**src/rtl/serial_adder_pkg.sv**
```systemverilog
// Shared constants for the bit-serial adder: FSM state encoding and the legal WIDTH range.
package serial_adder_pkg;
  localparam logic [1:0] S_IDLE = 2'd0;
  localparam logic [1:0] S_RUN  = 2'd1;
  localparam logic [1:0] S_DONE = 2'd2;

  localparam int WIDTH_MIN = 2;
  localparam int WIDTH_MAX = 32;
endpackage

```
**src/rtl/half_adder.sv**
```systemverilog
// One-bit half adder; two of these plus an OR make the serial adder's full-adder bit cell.
module half_adder (
  input  logic a_i,
  input  logic b_i,
  output logic sum_o,
  output logic carry_o
);
  assign sum_o   = a_i ^ b_i;
  assign carry_o = a_i & b_i;
endmodule

```
**src/rtl/serial_adder_ctrl.sv**
```systemverilog
// Bit-serial adder: one full-adder cell walked LSB-first over WIDTH RUN cycles, then a DONE pulse.
// Start is only accepted in IDLE; sum/cout stay stable until the next operation completes or reset.
module serial_adder_ctrl
  import serial_adder_pkg::*;
#(
  parameter int WIDTH = 8
) (
  input  logic             clk,
  input  logic             rst_n,
  input  logic             start,
  input  logic [WIDTH-1:0] a,
  input  logic [WIDTH-1:0] b,
  input  logic             cin,
  output logic             busy,
  output logic             done,
  output logic [WIDTH-1:0] sum,
  output logic             cout
);
  localparam int CNT_W = $clog2(WIDTH);
  localparam logic [CNT_W-1:0] CNT_ONE  = CNT_W'(1);
  localparam logic [CNT_W-1:0] CNT_LAST = CNT_W'(WIDTH - 1);

  if (WIDTH < WIDTH_MIN || WIDTH > WIDTH_MAX) begin : g_bad_width
    $error("serial_adder_ctrl: WIDTH out of range");
  end

  logic [1:0]       state_q, state_d;
  logic [WIDTH-1:0] a_sh_q, a_sh_d;
  logic [WIDTH-1:0] b_sh_q, b_sh_d;
  logic [WIDTH-1:0] sum_sh_q, sum_sh_d;
  logic [WIDTH-1:0] sum_q, sum_d;
  logic [CNT_W-1:0] cnt_q, cnt_d;
  logic             c_q, c_d;
  logic             cout_q, cout_d;

  logic ha0_sum, ha0_carry, bit_sum, ha1_carry, bit_carry;

  half_adder u_ha0 (
    .a_i     (a_sh_q[0]),
    .b_i     (b_sh_q[0]),
    .sum_o   (ha0_sum),
    .carry_o (ha0_carry)
  );

  half_adder u_ha1 (
    .a_i     (ha0_sum),
    .b_i     (c_q),
    .sum_o   (bit_sum),
    .carry_o (ha1_carry)
  );

  assign bit_carry = ha0_carry | ha1_carry;

  always_comb begin
    state_d  = state_q;
    a_sh_d   = a_sh_q;
    b_sh_d   = b_sh_q;
    sum_sh_d = sum_sh_q;
    sum_d    = sum_q;
    cnt_d    = cnt_q;
    c_d      = c_q;
    cout_d   = cout_q;
    case (state_q)
      S_IDLE: begin
        if (start) begin
          a_sh_d   = a;
          b_sh_d   = b;
          c_d      = cin;
          cnt_d    = '0;
          sum_sh_d = '0;
          state_d  = S_RUN;
        end
      end
      S_RUN: begin
        a_sh_d   = a_sh_q >> 1;
        b_sh_d   = b_sh_q >> 1;
        sum_sh_d = {bit_sum, sum_sh_q[WIDTH-1:1]};
        c_d      = bit_carry;
        // Counter parks on the last bit instead of wrapping.
        if (cnt_q == CNT_LAST) begin
          sum_d   = {bit_sum, sum_sh_q[WIDTH-1:1]};
          cout_d  = bit_carry;
          state_d = S_DONE;
        end else begin
          cnt_d = cnt_q + CNT_ONE;
        end
      end
      S_DONE:  state_d = S_IDLE;
      default: state_d = S_IDLE;
    endcase
  end

  always_ff @(posedge clk) begin
    if (!rst_n) begin
      state_q  <= S_IDLE;
      a_sh_q   <= '0;
      b_sh_q   <= '0;
      sum_sh_q <= '0;
      sum_q    <= '0;
      cnt_q    <= '0;
      c_q      <= 1'b0;
      cout_q   <= 1'b0;
    end else begin
      state_q  <= state_d;
      a_sh_q   <= a_sh_d;
      b_sh_q   <= b_sh_d;
      sum_sh_q <= sum_sh_d;
      sum_q    <= sum_d;
      cnt_q    <= cnt_d;
      c_q      <= c_d;
      cout_q   <= cout_d;
    end
  end

  assign busy = (state_q != S_IDLE);
  assign done = (state_q == S_DONE);
  assign sum  = sum_q;
  assign cout = cout_q;
endmodule

```
**config.mk**
```make
export PLATFORM = sky130hd
export DESIGN_NAME = serial_adder_ctrl
export DESIGN_NICKNAME = d
export VERILOG_FILES = /design/src/rtl/serial_adder_pkg.sv /design/src/rtl/half_adder.sv /design/src/rtl/serial_adder_ctrl.sv
export SDC_FILE = /design/constraint.sdc
export NUM_CORES = 1
export LEC_CHECK = 0
export ABC_AREA = 1
export BUFFER_PORTS_ARGS = -buffer_cell sky130_fd_sc_hd__buf_4
export CAP_MARGIN = 10
export CORE_ASPECT_RATIO = 0.7
export CORE_MARGIN = 3
export CORE_UTILIZATION = 35
export DETAILED_ROUTE_END_ITERATION = 8
export MAX_ROUTING_LAYER = met4
export PLACE_DENSITY = 0.61
export SLEW_MARGIN = 20
export SYNTH_ARGS = -nofsm -noshare
export SYNTH_HDL_FRONTEND = slang
export SYNTH_SLANG_ARGS = --single-unit
export TNS_END_PERCENT = 10
```
**constraint.sdc**
```tcl
create_clock -name clk -period 1.1 [get_ports clk]
set_input_delay 0.22 -clock clk [delete_from_list [all_inputs] [get_ports clk]]
set_output_delay 0.22 -clock clk [all_outputs]
set_load 0.005 [all_outputs]
```
==> results.cfg, run 1 <==
[status]
outcome = complete, but fails checks
violations = setup timing

[final_layout]
antenna_cells = 0
final_util_pct = 54.8
drive_gt1_share_pct = 32.4
nFillCells = 404
syn_to_final_growth_pct = 42.4
num-nets-final = 298

[worst_setup_path]
reg2reg_depth = 7
path_max_fanout = 15
crit_start = state_q[0]$_SDFFE_PN0P_
endpoint = b_sh_q[6]$_SDFFE_PN0P_
worstPathRequired_ps = 1280
end_kind = flip-flop
worst_path_largest_cell_delay_ps = 360
path_cells = buf_6, buf_4, nand2_8, nand2_4, buf_12, o21ai_1, nor2_1
slowest_stage = dfxtp_4
cp.arrival_ps = 1410
worst-setup-path-type = reg2reg
rr_startpoint = state_q[0]$_SDFFE_PN0P_
r2r_setup_slack_ps = -130
startpoint_type = flip-flop
r2r-end = b_sh_q[6]$_SDFFE_PN0P_

[synth]
synth_ff_type = dfxtp_1
seq_area_frac_synth_pct = 47.8
synth-seq-cells = 38
ys_types = 18
synth.cell_area_um2 = 1590
yosys_warnings = 0
synth_fp_nets = 249
async_flop_share_pct = 0
yosysTopAreaCellShare_pct = 47.8
synth_area_per_cell_um2 = 7.05
synth.most_common_cell = nand2_1
yosys-top-cells-area = dfxtp_1, nand2_1, nor2_1
synth-edff-count = 0
synthCells = 226
yosys-top-cells-count = nand2_1, nor2_1, dfxtp_1, o21ai_0
yosysTopAreaCell = dfxtp_1

[timing]
hold_viol = 0
max_slew.worst_pin.slew_ps = 485
timing.fmax_mhz = 812
setup_viol = 39
rsz0062_at_grt = yes
post-route-period-util_pct = 112
fin_crit_ps = 1230
hold_ws_ps = 181
fin_skew_ps = 6.56
setup_slack_ps = -131
slew_violations = 0
relSlewSlack_pct = 67.6

[cts]
clock_sinks = 38
cts_buffers = 5
clk_path_buf_depth = 2
htreeDepth = 2
cts.clk_slew.worst_paths_ps = 70
cts_root_buf = clkbuf_8
clk_latency_ps = 280
cts_tree = done

[pwr]
peakVddDrop_mv = 0.674
p_per_area_nw_per_um2 = 1230
leakage_nw = 1.05

[routing]
drt-wirelength-per-cell_um = 11.3
vias = 1477
antenna_left = 0
first_pass_iters = 4
viasPerCell = 4.52
drt-total-wl_um = 3710
drt_iter0_drc = 100
drc = 0

[global_routing]
grt_pass1_vias = 1340
grt-ovfl-total = 0
grt_usage_pct = 14.9
grt_pass1_wl_um = 6200
antenna_found_initial = 0
grt_max_degree = 25

[floorplanning]
initial_utilization_pct = 38.5
core-area_um2 = 4140
rows = 19
die_h_um = 62.4
fp.dieW_um = 86.6
die-area_um2 = 5410
io_pins = 31

[placed_design]
dp_slack_ps = -128
io_buffers = 30
gp_congestion = 0.755
dp_hpwl_um = 2560

[hold_path]
hp-class = in2reg

[run]
max_cap_viol_count = 0
worst min-delay path by stage:
stage / slack, ps / to / cells past startpoint / startpoint
final: 180 / a_sh_q[7]$_SDFFE_PN0P_ / 3 / a[7]
after CTS: 170 / a_sh_q[7]$_SDFFE_PN0P_ / 3 / a[7]
after floorplan: 360 / b_sh_q[7]$_SDFFE_PN0P_ / 2 / b[7]
after global routing: 190 / a_sh_q[7]$_SDFFE_PN0P_ / 3 / a[7]
after global placement: 460 / sum_sh_q[1]$_SDFFE_PN0P_ / 2 / sum_sh_q[1]$_SDFFE_PN0P_
after detailed placement: 460 / sum[6]$_SDFFE_PN0P_ / 2 / sum_sh_q[7]$_SDFFE_PN0P_
per-stage QoR:
step | instances | setup TNS, ps | cell area (um^2) | total power [mW]
after floorplan | 226 | -36.5 | 1610 | 1.72
after global placement | 313 | -1650 | 2000 | 1.89
after detailed placement | 313 | -1940 | 2000 | 1.88
after CTS | 325 | -2260 | 2190 | 2.80
after global routing | 327 | -5680 | 2270 | 2.94
final | 327 | -3230 | 2270 | 2.80
flip-flops by register name (all words and copies together), names as in the netlist:
name and flops:
state_q 2, sum_sh_q 7, b_sh_q 8, cnt_q 3
sum 8, a_sh_q 8, cout 1, c_q 1
critical path, delay by kind of cell, from the launching register on:
kind            cells  cell delay (ps)
simple gates        3              220
buf+inv             3              410
compound gates      1              120
flops               1              360
placed cells by master (no fill, tap or decap), types with 5 or more instances in the layout:
master / instances
nand2_1: 79
dfxtp_1: 33
nor2_1: 35
a21oi_2: 5
o21ai_1: 12
a21oi_1: 6
buf_4: 39
nand3_1: 10
clkbuf_8: 5
buf_6: 10
cells by family after synthesis:
kind of cell,after synthesis,synth area share (%)
and+or+nand+nor,135,33.9
DFF,38,47.8
AOI/OAI and AO/OA,31,9.98
buffers and inverters,19,5.50
adders and majority gates,3,2.83
power breakdown:
part           switching, mW  total, mW  internal (mW)
logic                  0.222      0.440          0.218
clock network          0.446      0.882          0.436
registers             0.0396       1.48           1.44
total                  0.707       2.80           2.09
per-layer routing:
| metal | GRT usage (%) | vias up | wire length (um) |
|---|---|---|---|
| li1 | - | 810 | - |
| met1 | 21.0 | 629 | 1970 |
| met2 | 20.0 | 33 | 1500 |
| met3 | 3.95 | 5 | 181 |
| met4 | 5.84 | 0 | 49 |
| met5 | - | - | 0 |
what timing repair did:
action | in CTS | in global routing
setup buffers | 5 | 1
endpoints found under the setup margin | 40 | 40
pin swaps | 7 | 7
hold buffers | 0 | 0
gates cloned | 0 | 1
gates resized for setup | 36 | 19
cell type report:
| type | instances | area [um^2] | area share (%) |
|---|---|---|---|
| multi-input cells | 169 | 853 | 37.6 |
| flip-flops and latches | 38 | 772 | 34.0 |
| repair buffers | 52 | 465 | 20.5 |
| clock buffers | 7 | 76.3 | 3.36 |
| well taps | 52 | 65.1 | 2.87 |
| inverters | 9 | 36.3 | 1.60 |
Power figures use the tool's default switching activity.
==> run 2: changes to the inputs <==
==> constraint.sdc (replaced) <==
create_clock -name clk -period 1.1 [get_ports clk]
set_input_delay 0.165 -clock clk [delete_from_list [all_inputs] [get_ports clk]]
set_output_delay 0.165 -clock clk [all_outputs]
set_load 0.005 [all_outputs]
==> results.cfg, run 2 (synthesis gave the netlist of run 1 again) <==
[pwr]
peakVddDrop_mv = 0.672
leakage_nw = 1.04
p_per_area_nw_per_um2 = 1260

[worst_setup_path]
worstPathRequired_ps = 1280
end_kind = flip-flop
reg2reg_depth = 6
path_max_fanout = 8
cp.arrival_ps = 1400
worst-setup-path-type = reg2reg
startpoint_type = flip-flop

[routing]
viasPerCell = 4.46
vias = 1451
drt_iter0_drc = 91
drt-total-wl_um = 3710
drt-wirelength-per-cell_um = 11.4
first_pass_iters = 4
drc = 0
antenna_left = 0

[timing]
timing.fmax_mhz = 823
hold_ws_ps = 122
setup_viol = 36
hold_viol = 0
slew_violations = 0
fin_skew_ps = 6.00
relSlewSlack_pct = 73.8
post-route-period-util_pct = 110
setup_slack_ps = -115
tns_ps = -2190
max_slew.worst_pin.slew_ps = 392
fin_crit_ps = 1220
rsz0062_at_grt = yes

[cts]
cts_root_buf = clkbuf_8
cts.clk_slew.worst_paths_ps = 70
clk_latency_ps = 290
cts_tree = done
clk_path_buf_depth = 2
htreeDepth = 2
clock_sinks = 38
cts_buffers = 5

[final_layout]
syn_to_final_growth_pct = 39.6
drive_gt1_share_pct = 30.4
antenna_cells = 0
layout_commonest_cell = nand2_1
final_cell_mix = nand2_1, buf_4, nor2_1, dfxtp_1
num-nets-final = 296
instances_no_fill = 325
nFillCells = 413
fin_area_um2 = 2220

[floorplanning]
io_pins = 31
die-area_um2 = 5410
fp.dieW_um = 86.6
rows = 19
die_h_um = 62.4
core-area_um2 = 4140
initial_utilization_pct = 38.5

[hold_path]
hp-class = in2reg
hold_path_depth = 3

[global_routing]
grt-ovfl-total = 0
grt_usage_pct = 14.9
grt_pass1_wl_um = 6150
antenna_found_initial = 0
grt_max_degree = 25
grt_pass1_vias = 1314

[placed_design]
dp_hpwl_um = 2560
dpl_cell_area_um2 = 2000
io_buffers = 30
dp_cells = 313
gp_congestion = 0.755

[status]
violations = setup timing
outcome = complete, but fails checks

[run]
max_cap_viol_count = 0
[run 2: cell types whose count changed in the layout (fill, tap and decap cells not counted), sizes merged]
cell / delta
clkbuf: +1
buf: -3
[run 2: metrics by stage]
stage          total power [mW]  util (%)  worst slack, ps
6_report                   2.80      53.8             -115
5_1_grt                    2.94      53.8             -155
4_1_cts                    2.79      52.2             -102
3_5_place_dp               1.88      48.2             -128
3_3_place_gp               1.89      48.2            -89.0
2_1_floorplan              1.72         -            -5.21
[run 2: routing by layer]
metal,global-route usage [%],routed length (um),vias to the layer above
li1,-,-,798
met1,20.9,1980,618
met2,19.9,1490,28
met3,3.95,176,7
met4,6.42,64,0
met5,-,0,-
[run 2: worst paths after layout]
| kind | from | to | slack [ps] |
|---|---|---|---|
| hold / removal | a[7] | a_sh_q[7]$_SDFFE_PN0P_ | 120 |
| setup reg to reg | state_q[0]$_SDFFE_PN0P_ | b_sh_q[5]$_SDFFE_PN0P_ | -120 |
| hold reg to reg | a_sh_q[7]$_SDFFE_PN0P_ | a_sh_q[7]$_SDFFE_PN0P_ | 470 |
| setup / recovery | state_q[0]$_SDFFE_PN0P_ | b_sh_q[5]$_SDFFE_PN0P_ | -120 |
[run 2: where the power goes]
group | switching (mW) | leakage, nW | total (mW) | internal (mW)
logic | 0.215 | 0.689 | 0.435 | 0.220
clock network | 0.453 | 0.0383 | 0.889 | 0.436
registers | 0.0409 | 0.313 | 1.48 | 1.44
[run 2: cell type report]
class	instances	area, um^2	share of cell area (%)
clock buffers	7	76.3	3.43
multi-input cells	169	812	36.5
repair buffers	50	462	20.8
flip-flops and latches	38	772	34.7
well taps	52	65.1	2.93
inverters	9	36.3	1.63
[run 2: worst max-delay path, cell delays in order, from the launching register on]
cell	delay (ps)
dfxtp_4	360
buf_12	130
nand2_4	120
nand2_2	130
buf_12	160
o21ai_0	140
nor2_1	60
[run 2: timing repair]
action | in CTS | in global routing
setup buffers | 3 | 1
hold buffers | 0 | 0
gates resized for setup | 19 | 21
pin swaps | 6 | 7
setup endpoints to repair | 40 | 40
endpoints found under the hold margin | 0 | 0
gates cloned | 0 | 1
